`src/rtl/stopwatch_pkg.sv`:
```
// Shared stopwatch definitions: display-stage state encoding, BCD digit width and
// the system clock rate from which cycle counts are derived.
package stopwatch_pkg;

  typedef enum logic {
    LIVE = 1'b0,
    HOLD = 1'b1
  } state_t;

  localparam int BCD_W  = 4;
  localparam int CLK_HZ = 5_000_000;

  // 10 ms debounce window and 3 s lap hold at the system clock rate
  localparam int DEBOUNCE_DEFAULT = CLK_HZ / 100;
  localparam int HOLD_DEFAULT     = CLK_HZ * 3;

endpackage

```
`src/rtl/button_debounce.sv`:
```
// Pushbutton conditioner: 2-flop synchroniser, stability counter and a one-cycle
// pulse on each accepted 0->1 transition of the debounced level.
module button_debounce #(
  parameter int DEBOUNCE_CYCLES = 50000
) (
  input  logic clock,
  input  logic reset,
  input  logic btn,
  output logic press
);

  localparam int CW = (DEBOUNCE_CYCLES > 1) ? $clog2(DEBOUNCE_CYCLES) : 1;
  localparam logic [CW-1:0] CNT_LAST = CW'(DEBOUNCE_CYCLES - 1);

  logic          sync_p0;
  logic          sync_p1;
  logic          level;
  logic [CW-1:0] cnt;

  always_ff @(posedge clock or posedge reset) begin
    if (reset) begin
      sync_p0 <= 1'b0;
      sync_p1 <= 1'b0;
      level   <= 1'b0;
      cnt     <= '0;
      press   <= 1'b0;
    end else begin
      sync_p0 <= btn;
      sync_p1 <= sync_p0;
      press   <= 1'b0;
      // a sample agreeing with the current level means the candidate change bounced
      if (sync_p1 == level) begin
        cnt <= '0;
      end else if (cnt == CNT_LAST) begin
        cnt   <= '0;
        level <= sync_p1;
        press <= sync_p1;
      end else begin
        cnt <= cnt + CW'(1);
      end
    end
  end

endmodule

```
`src/rtl/lap_hold.sv`:
```
// Lap/split display stage: passes the live BCD count to the display, freezes it on a
// lap press for a fixed hold time, and keeps a BCD lap counter.
module lap_hold
  import stopwatch_pkg::*;
#(
  parameter int WIDTH           = 16,
  parameter int DEBOUNCE_CYCLES = DEBOUNCE_DEFAULT,
  parameter int HOLD_CYCLES     = HOLD_DEFAULT
) (
  input  logic             clock,
  input  logic             reset,
  input  logic             lap_btn,
  input  logic             run,
  input  logic [WIDTH-1:0] live_value,
  output logic [WIDTH-1:0] display_value,
  output logic             holding,
  output logic [BCD_W-1:0] lap_count
);

  localparam int TW = (HOLD_CYCLES > 1) ? $clog2(HOLD_CYCLES) : 1;
  localparam logic [TW-1:0] HOLD_LAST = TW'(HOLD_CYCLES - 1);

  function automatic logic [BCD_W-1:0] bcd_inc(input logic [BCD_W-1:0] d);
    return (d == BCD_W'(9)) ? '0 : d + BCD_W'(1);
  endfunction

  logic          lap_press;
  logic          capture;
  state_t        state;
  state_t        state_nx;
  logic [TW-1:0] timer;

  button_debounce #(
    .DEBOUNCE_CYCLES(DEBOUNCE_CYCLES)
  ) u_lap_debounce (
    .clock (clock),
    .reset (reset),
    .btn   (lap_btn),
    .press (lap_press)
  );

  always_comb begin
    state_nx = state;
    capture  = 1'b0;
    case (state)
      LIVE: begin
        if (lap_press && run) begin
          capture  = 1'b1;
          state_nx = HOLD;
        end
      end
      HOLD: begin
        // a press on the expiry cycle wins over returning to live
        if (lap_press) begin
          capture = 1'b1;
        end else if (timer == '0) begin
          state_nx = LIVE;
        end
      end
      default: state_nx = LIVE;
    endcase
  end

  // The display register doubles as the hold register: it keeps its value while
  // holding and otherwise reloads from live_value.
  always_ff @(posedge clock or posedge reset) begin
    if (reset) begin
      state         <= LIVE;
      timer         <= '0;
      lap_count     <= '0;
      holding       <= 1'b0;
      display_value <= '0;
    end else begin
      state   <= state_nx;
      holding <= (state_nx == HOLD);
      if (capture) begin
        timer     <= HOLD_LAST;
        lap_count <= bcd_inc(lap_count);
      end else if (state == HOLD && timer != '0) begin
        timer <= timer - TW'(1);
      end
      if (capture || state_nx == LIVE) begin
        display_value <= live_value;
      end
    end
  end

endmodule

```
`config.mk`:
```
export PLATFORM = sky130hd
export DESIGN_NAME = lap_hold
export DESIGN_NICKNAME = d
export VERILOG_FILES = /design/src/rtl/stopwatch_pkg.sv /design/src/rtl/button_debounce.sv /design/src/rtl/lap_hold.sv
export SDC_FILE = /design/constraint.sdc
export NUM_CORES = 1
export LEC_CHECK = 0
export BUFFER_PORTS_ARGS = -buffer_cell sky130_fd_sc_hd__clkbuf_2
export CELL_PAD_IN_SITES_DETAIL_PLACEMENT = 1
export CELL_PAD_IN_SITES_GLOBAL_PLACEMENT = 2
export CORE_ASPECT_RATIO = 0.7
export CORE_MARGIN = 4
export CORE_UTILIZATION = 30
export DETAILED_ROUTE_END_ITERATION = 8
export PLACE_DENSITY_LB_ADDON = 0.1
export SYNTH_ARGS = -nofsm -noshare
export SYNTH_HDL_FRONTEND = slang
export SYNTH_SLANG_ARGS = --single-unit
```
`constraint.sdc`:
```
create_clock -name clock -period 2.3 [get_ports clock]
set_input_delay 0.23 -clock clock [delete_from_list [all_inputs] [get_ports clock]]
set_output_delay 0.23 -clock clock [all_outputs]
set_load 0.1 [all_outputs]
```
# Yosys cells after proc, flatten, opt, wreduce, memory -nomap -nowiden
# Cells that the tools add are included.
[totals] regBits=65 in_bits=20 out_inout_bits=21
[op_classes] addsub=3 eq_ne=3 mux=13 bitwise_logic=3 n_reduce_logical=7
[ops] op="two-way mux 24 bit" count=2
[ops] op="two-way mux 16 bit" count=2
[ops] op="logical NOT 24 bit" count=1
[ops] op="nonzero test 24 bit" count=1
[ops] op="subtractor 24 x 1 -> 24 bit (second input constant)" count=1
[ops] op="adder 16 x 1 -> 16 bit (second input constant)" count=1
[ops] op="== test 16 bit (second input constant)" count=1
[ops] op="two-way mux 1 bit" count=6
[ops] op="adder 4 x 1 -> 4 bit (second input constant)" count=1
[ops] op="== test 4 bit (second input constant)" count=1
[ops] op="two-way mux 4 bit" count=1
[ops] op="one-hot mux 1 bit (2 select lines)" count=2
[ops] op="NOT 1 bit" count=3
[ops] op="logical AND 1 bit" count=2
[ops] op="AND reduction 2 bit" count=1
[ops] op="nonzero test 2 bit" count=1
[ops] op="== test 1 bit" count=1
[ops] op="logical OR 1 bit" count=1

# Longest topological paths before layout
# Gate-level depths: netlist of the first run.
[depth] depth_word=6 mapped_depth=9 depth_no_buf=7

# Cells and area by module
# From an unflattened synthesis of the first run, not the netlist that was laid out.
[hier_totals] cells_unflattened=309 area_unflattened_um2=3350.7
[by_module_without_submodules] mod="lap_hold" n_inst=1 cells_per_inst=217 area_per_inst_um2=2378.5 seq_area_each_um2=1126.1
[by_module_without_submodules] mod="button_debounce" n_inst=1 cells_per_inst=92 area_per_inst_um2=972.2 seq_area_each_um2=500.5

# Worst setup path before layout of the first run
# No wires, ideal clock.
[synth_path] path_kind="flip-flop to flip-flop" start="register state" end="register display_value[0]" setup_ns=0.126 arrival_time_ns=2.172 path_slack_ns=0.002 stages_incl_launch_ff=7 n_path_buf=2 synth_period_minus_slack_ns=2.298 cell_sequence="dfrtp_1 > inv_1 > a21o_4 > or2_1 > buf_6 > buf_12 > mux2_4"
[synth_via] elab_chain_len=4 elab_cells_between_ends=5
[synth_rtl] element="start, declared" line_no="lap_hold.sv:29" text="state_t state;"
[synth_rtl] element="start signal, assigned" line_no="lap_hold.sv:74" text="state <= state_nx;"
[synth_rtl] element="NOT 1 bit"
[synth_rtl] element="one-hot mux 1 bit (2 select lines)" line_no="lap_hold.sv:45" text="case (state)"
[synth_rtl] element="NOT 1 bit" line_no="lap_hold.sv:82" text="if (capture || state_nx == LIVE) begin"
[synth_rtl] element="logical OR 1 bit *" line_no="lap_hold.sv:82"
[synth_rtl] element="end signal, assigned" line_no="lap_hold.sv:83" text="display_value <= live_value;"
[synth_rtl] element="end, declared" line_no="lap_hold.sv:15" text="output logic [WIDTH-1:0] display_value,"
# Mark *: on every way between the ends. The rest lies on a longest branch, timed or not.
# A chain may end at the register's enable or synchronous reset.

# Final worst setup path of the first run
[layout_path] start="register timer[7]" end="register display_value[10]"
[layout_via] elab_chain_len=6
[layout_rtl] element="start, declared" line_no="lap_hold.sv:31" text="logic [TW-1:0] timer;"
[layout_rtl] element="start signal, assigned" line_no="lap_hold.sv:80" text="timer <= timer - TW'(1);"
[layout_rtl] element="logical NOT 24 bit" line_no="lap_hold.sv:56" text="end else if (timer == '0) begin"
[layout_rtl] element="two-way mux 1 bit" line_no="lap_hold.sv:56"
[layout_rtl] element="two-way mux 1 bit" line_no="lap_hold.sv:54" text="if (lap_press) begin"
[layout_rtl] element="one-hot mux 1 bit (2 select lines)" line_no="lap_hold.sv:45"
[layout_rtl] element="NOT 1 bit" line_no="lap_hold.sv:82"
[layout_rtl] element="logical OR 1 bit" line_no="lap_hold.sv:82"
# No other way between the ends.

==> results.py, run 1 <==
metrics = {
    "outcome": {
        "outcome": "completed",
    },
    "clock_tree": {
        "cts_buffers": 9,
        "clkTransAtPathRegs_ps": 50,
        "clock_latency_ps": 320,
        "cts-root-buf": "clkbuf_16",
        "cts_tree": "done",
        "clock-sinks": 65,
        "cts_max_level": 3,
        "ctsLongestPathBuffers": 2,
    },
    "logic_synthesis": {
        "ys.flop_type": "dfrtp_1",
        "syn_nets": 302,
        "synthDistinctLibCells": 45,
        "synthesis.area_um2": 3095,
        "ys_async_sr_fraction_pct": 100.0,
        "seq_area_frac_synth_pct": 52.55,
        "synth_xor_area_share_pct": 9.337,
        "syn_area_per_cell_um2": 11.09,
        "synth.area.top_cells": "dfrtp_1 53%, xnor2_1 6.8%, mux2_4 4.4%",
        "synth_common_cells": "65 x dfrtp_1, 29 x nor2_1, 25 x nand2_1, 24 x xnor2_1, 11 x nand3_1",
        "synthCells": 279,
        "synth_most_common_cell": "dfrtp_1",
        "synth_top_area_share_pct": 52.55,
        "ys_warn_count": 0,
        "synthAdderAreaFrac_pct": 1.213,
        "synth-compound-area-share_pct": 6.265,
        "synth_top_area_cell": "dfrtp_1",
        "synth_top_family_by_area": "simple AND/OR/NAND/NOR gates",
        "synth-simple-area-share_pct": 19.60,
        "muxShareOfSynthArea_pct": 7.963,
        "synth_seq_cells": 65,
        "synth_edf_count": 0,
    },
    "final_layout": {
        "seq_area_um2": 1627,
        "utilization_pct": 39.30,
        "nNetsFinal": 361,
        "drive_gt1_share_pct": 27.70,
        "n_fill_cell": 1108,
        "multi_input_area_um2": 1383,
        "area_delta_synth_final_pct": 25.34,
        "diodes": 0,
        "stdcell_count": 471,
    },
    "timing": {
        "max_freq_mhz": 467.7,
        "period_needed_ps": 2138,
        "skew_ps": 9.355,
        "min_period_over_period_pct": 92.96,
        "setup_tns_ps": 0,
        "slew_headroom_pct": 56.38,
        "tightest_slew_ps": 637.8,
        "finalHoldViolCount": 0,
        "setup_viol": 0,
        "rsz0062_at_grt": "false",
        "drv_slew": 0,
    },
    "worst_setup_path": {
        "crit_path_top_delay_cell": "nor4_4",
        "end_kind": "register",
        "worstSetupPathType": "register to register",
        "required_ps": 2510,
        "crit_path_max_incr_delay_ps": 440,
        "path_max_fanout": 17,
        "cp_top_family": "simple AND/OR/NAND/NOR gates",
        "arrival_ps": 2350,
        "start_kind": "register",
        "crit_chain": "nor4_4 > and4_4 > a21o_4 > or2_1 > buf_12 > mux2_2",
        "worst-path-buf-inv": 1,
    },
    "grt": {
        "grt_pass1_vias": 2236,
        "grt_pass1_wl_um": 11870,
        "grt.overflow.total": 0,
        "antenna_found_initial": 0,
        "grt_max_degree": 66,
        "grt_usage_pct": 12.70,
    },
    "floorplanning": {
        "num_rows": 30,
        "fp.dieArea_um2": 12030,
        "pin_count": 41,
        "die_h_um": 92.99,
        "start_util_pct": 31.36,
        "die_width_um": 129.4,
        "coreArea_um2": 9872,
    },
    "pwr": {
        "pwr-share-clk_pct": 54.8,
        "ir_drop_mv": 0.3591,
        "power.density_nw_per_um2": 692.4,
        "p_comb_share_pct": 2.2,
        "p_leak_nw": 1.641,
        "switchingPower_uw": 532.9,
        "swShare_pct": 19.84,
        "p_int_mw": 2.153,
        "seqPwrFrac_pct": 43.0,
    },
    "detailed_routing": {
        "first_pass_iters": 4,
        "drt_iter0_markers": 61,
        "drt_wl_total_um": 7247,
        "final_antenna_net_count": 0,
        "via_per_inst": 4.745,
        "wl_per_cell_um": 15.39,
        "dr_total_vias": 2235,
        "drc": 0,
    },
    "worst_hold_path": {
        "min_path_type": "input pin to register",
    },
    "placed_design": {
        "io_buffers": 40,
        "hpwlAfterDp_um": 5121,
        "place_inst": 453,
        "globalplace.congestion": 0.7256,
    },
    "flow_run": {
        "maxCapViolCount": 0,
    },
}
-- sequential cells by signal, summed over array words and instances, names as in the netlist --
| name | cells |
|---|---|
| timer | 24 |
| display_value | 16 |
| u_lap_debounce.cnt | 16 |
| lap_count | 4 |
| state | 1 |
| u_lap_debounce.level | 1 |
| u_lap_debounce.press | 1 |
| u_lap_debounce.sync_p0 | 1 |
| u_lap_debounce.sync_p1 | 1 |
-- worst register-to-register path: cells and delay by family, from the launching register on --
family                 cells  cell delay [ps]
AO/OA/AOI/OAI              1              160
buffers and inverters      1              170
flip-flops                 1              420
multiplexers               1              350
AND/OR/NAND/NOR            3              920
-- cells by family (layout without fill, tap and decap cells) --
kind of cell | after synthesis | in the layout
xor+xnor | 33 | 33
simple gates | 115 | 115
flops | 65 | 65
buf+inv | 16 | 80
compound gates | 28 | 28
fa+ha+maj | 3 | 3
mux | 19 | 19
-- final timing paths --
check	startpoint	slack (ps)	cells after the start	end
max reg2reg	timer[7]	160	6	display_value[10]
min	live_value[1]	140	2	display_value[1]
max in group asynchronous	reset	1490	4	timer[2]
max	timer[7]	160	6	display_value[10]
min in group asynchronous	reset	510	4	lap_count[3]
min reg2reg	u_lap_debounce.sync_p0	350	0	u_lap_debounce.sync_p1
-- cell type report --
type / instances / share of cell area, %
clock buffer: 12 / 6.353
inverter: 6 / 0.5805
clock inverter: 4 / 1.967
sequential: 65 / 41.92
timing repair buffer: 58 / 9.416
tap: 128 / 4.128
multi-input combinational: 198 / 35.63
-- cells in the final DEF (no fill, tap or decap), types with 7 or more instances in the layout --
cell type,n
nor2_1,29
xor2_1,9
clkbuf_16,9
clkbuf_2,40
a21oi_1,7
nor3_1,9
nand3_1,11
nand2_1,25
mux2_2,9
xnor2_1,24
mux2_4,9
dfrtp_1,65
nand4_1,7
buf_4,14
-- per-layer routing --
layer	global-route usage (%)	up-vias	part of all wire (%)
met3	3.368	8	4.5
met2	16.34	38	38
met5	0	-	0
met4	4.758	0	1.3
li1	-	1096	-
met1	19.84	1093	57
-- through the flow --
step	setup slack (ps)	hold WS [ps]	instance area (um2)	total power [mW]
2_1_floorplan	1.618	261.4	3095	1.202
3_3_place_gp	146.4	320.5	3528	1.235
3_5_place_dp	104.2	319.4	3528	1.235
4_1_cts	96.13	120.0	3871	2.741
5_1_grt	5.057	126.5	3880	2.792
6_report	161.9	136.2	3880	2.686
-- power groups by stage --
stage | Sequential, mW | Clock (mW) | Combinational, mW
floorplan | 1.17 | 0 | 0.0271
global placement | 1.18 | 0 | 0.0586
detailed placement | 1.18 | 0 | 0.0587
CTS | 1.16 | 1.52 | 0.0621
global route | 1.16 | 1.57 | 0.0689
finish | 1.16 | 1.47 | 0.0588
-- repair_timing --
action | 4_1_cts | 5_1_grt
endpoints found under the hold margin | 66 | 0
resized for setup | 0 | 3
setup endpoints to repair | 0 | 11
buffers inserted | 0 | 0
hold buffers | 2 | 0
Power figures use the tool's default switching activity.
==> inputs of run 2 (changes only) <==
Settings changed: SYNTH_HIERARCHICAL set to 1.
==> run 2 against run 1 <==
Worst setup slack got worse by 100 ps; sequential share of layout area fell by 4.8 points; non-clock buffer count rose by 26; routed wire length rose by 33%; largest power group unchanged.
==> results.py, run 2 <==
metrics = {
    "timing": {
        "skew_ps": 3.837,
        "setup_tns_ps": 0,
        "period_needed_ps": 2241,
        "holdWs_ps": 116.4,
        "max_freq_mhz": 446.2,
        "rsz0062_at_grt": "true",
        "tightest_slew_ps": 781.2,
        "setup_viol": 0,
        "slew_headroom_pct": 47.87,
        "finalHoldViolCount": 0,
        "drv_slew": 0,
        "setup_slack_ps": 59.07,
        "min_period_over_period_pct": 97.43,
    },
    "final_layout": {
        "largest_reg_flops": 24,
        "diodes": 0,
        "fin_area_um2": 4394,
        "regMostFlops": "timer",
        "mostFrequentLayoutCell": "dfrtp_1",
        "drive_gt1_share_pct": 33.59,
        "area_delta_synth_final_pct": 31.14,
        "nNetsFinal": 414,
        "final_cell_mix": "64 x dfrtp_1, 41 x buf_4, 40 x clkbuf_2",
        "largestRegisters": "timer (24), display_value (16), u_lap_debounce/cnt (16)",
    },
    "grt": {
        "grt_pass1_vias": 2856,
        "grt_usage_pct": 15.52,
        "gr-usage-met3_pct": 4.193,
        "grt.overflow.total": 0,
        "globalRoute.busiestLayer": "met1",
        "grt_use_met1_pct": 23.52,
        "grt_max_degree": 26,
        "antenna_found_initial": 0,
        "use_met2_pct": 21.15,
        "grt_pass1_wl_um": 15420,
    },
    "worst_setup_path": {
        "crit_chain": "or4_4 > or4_4 > or4_1 > a21oi_2",
        "crit_path_top_delay_cell": "or4_4",
        "worst-path-buf-inv": 0,
        "worstReg2RegEnd": "timer[20]",
        "worstSetupPathType": "register to register",
        "start_kind": "register",
        "required_ps": 2560,
        "reg2reg_depth": 4,
        "arrival_ps": 2500,
        "reg2reg_from": "timer[12]",
        "regToRegSetupSlack_ps": 60,
        "crit_path_max_incr_delay_ps": 580,
        "cp_common_cell": "or4_4",
        "cp_top_family": "simple AND/OR/NAND/NOR gates",
        "end_kind": "register",
        "path_max_fanout": 5,
    },
    "floorplanning": {
        "die_h_um": 96.42,
        "coreArea_um2": 10630,
        "pin_count": 41,
        "start_util_pct": 31.53,
        "fp.dieArea_um2": 12950,
        "die_width_um": 134.3,
        "num_rows": 31,
    },
    "logic_synthesis": {
        "synth_seq_cells": 65,
        "synth_top_area_cell": "dfrtp_1",
        "synth_most_common_cell": "dfrtp_1",
        "synthesis.area_um2": 3351,
        "synth_top_area_share_pct": 48.54,
        "ys_async_sr_fraction_pct": 100.0,
        "synth_common_cells": "65 x dfrtp_1, 32 x nor2_1, 14 x mux2i_1, 14 x nand2_1, 13 x xnor2_1",
        "syn_nets": 332,
        "synth.area.top_cells": "dfrtp_1 49%, mux2i_1 4.2%, nor2_1 3.6%",
        "ys_warn_count": 6,
        "syn_area_per_cell_um2": 10.84,
        "ys.flop_type": "dfrtp_1",
        "synthDistinctLibCells": 58,
        "seq_area_frac_synth_pct": 48.54,
        "synth_edf_count": 0,
        "synthCells": 309,
    },
    "clock_tree": {
        "cts-root-buf": "clkbuf_16",
        "cts_max_level": 3,
        "clock_latency_ps": 330,
        "clock-sinks": 65,
        "cts_tree": "done",
        "cts_buffers": 9,
        "ctsLongestPathBuffers": 2,
        "clkTransAtPathRegs_ps": 60,
    },
    "placed_design": {
        "pre_cts_ws_ps": -85.26,
        "io_buffers": 40,
        "placed_area_um2": 3963,
        "hpwlAfterDp_um": 6802,
        "globalplace.congestion": 0.7831,
    },
    "detailed_routing": {
        "drt_iter0_markers": 167,
        "final_antenna_net_count": 0,
        "wl_per_cell_um": 17.76,
        "dr_total_vias": 2735,
        "first_pass_iters": 4,
        "via_per_inst": 5.028,
        "drt_wl_total_um": 9663,
        "drc": 0,
    },
    "flow_run": {
        "maxCapViolCount": 0,
    },
    "worst_hold_path": {
        "hold_path_end": "display_value[9]",
        "holdPathStages": 2,
        "min_path_type": "input pin to register",
        "min_from": "live_value[9]",
    },
    "pwr": {
        "p_leak_nw": 1.862,
        "ir_drop_mv": 0.3159,
        "power.density_nw_per_um2": 642.4,
    },
    "outcome": {
        "outcome": "completed",
    },
}
## run 2: through the flow
stage | instances | power (mW) | utilization, %
2_1_floorplan | 309 | 1.340 | -
3_3_place_gp | 522 | 1.394 | 37.29
3_5_place_dp | 522 | 1.396 | 37.29
4_1_cts | 543 | 2.880 | 40.81
5_1_grt | 544 | 2.928 | 41.35
6_report | 544 | 2.823 | 41.35
## run 2: cell families after synthesis
group,synth area share [%]
adder cells (fa/ha/maj),1.120
AND/OR/NAND/NOR,22.70
XOR/XNOR,4.444
flip-flops,48.54
buffers and inverters,3.249
multiplexers,9.896
AO/OA/AOI/OAI,10.05
## run 2: layer usage
metal  share of wire (%)  vias up
li1                    -     1302
met1                  56     1363
met2                  39       59
met3                 4.1       11
met4                 1.3        0
met5                   0        -
## run 2: how the worst max path moves through the flow
stage	start	to	slack, ps	depth (start not counted)
CTS	timer[1]	timer[13]	10	9
global placement	timer[1]	display_value[5]	40	6
global route	timer[2]	timer[13]	-10	6
floorplan	state	timer[13]	5	5
finish	timer[12]	timer[20]	60	4
detailed placement	timer[1]	display_value[11]	-90	6
## run 2: what timing repair did
action | CTS | global route
setup endpoints to repair | 18 | 26
endpoints found under the hold margin | 46 | 0
pin swaps | 2 | 1
hold buffers | 2 | 0
setup buffers | 2 | 1
cloned | 1 | 0
resized for setup | 3 | 10
## run 2: worst register-to-register path: stages, from the launching register on
cell	delay, ps
dfrtp_1	410
or4_4	580
or4_4	540
or4_1	500
a21oi_2	150
## run 2: report_power, final
group          leakage, nW  switching [mW]  internal, mW
Combinational        0.896           0.157        0.0409
Sequential           0.820          0.0127          1.16
Clock                0.146           0.501         0.947
## run 2: cell type report
class / instances / area (um2)
fillers: 1210 / 6233
multi-input cells: 223 / 1693
flip-flops and latches: 65 / 1630
repair buffers: 84 / 543.0
clock buffers: 11 / 232.7
well taps: 148 / 185.2
clock inverters: 5 / 80.08
inverters: 8 / 30.03
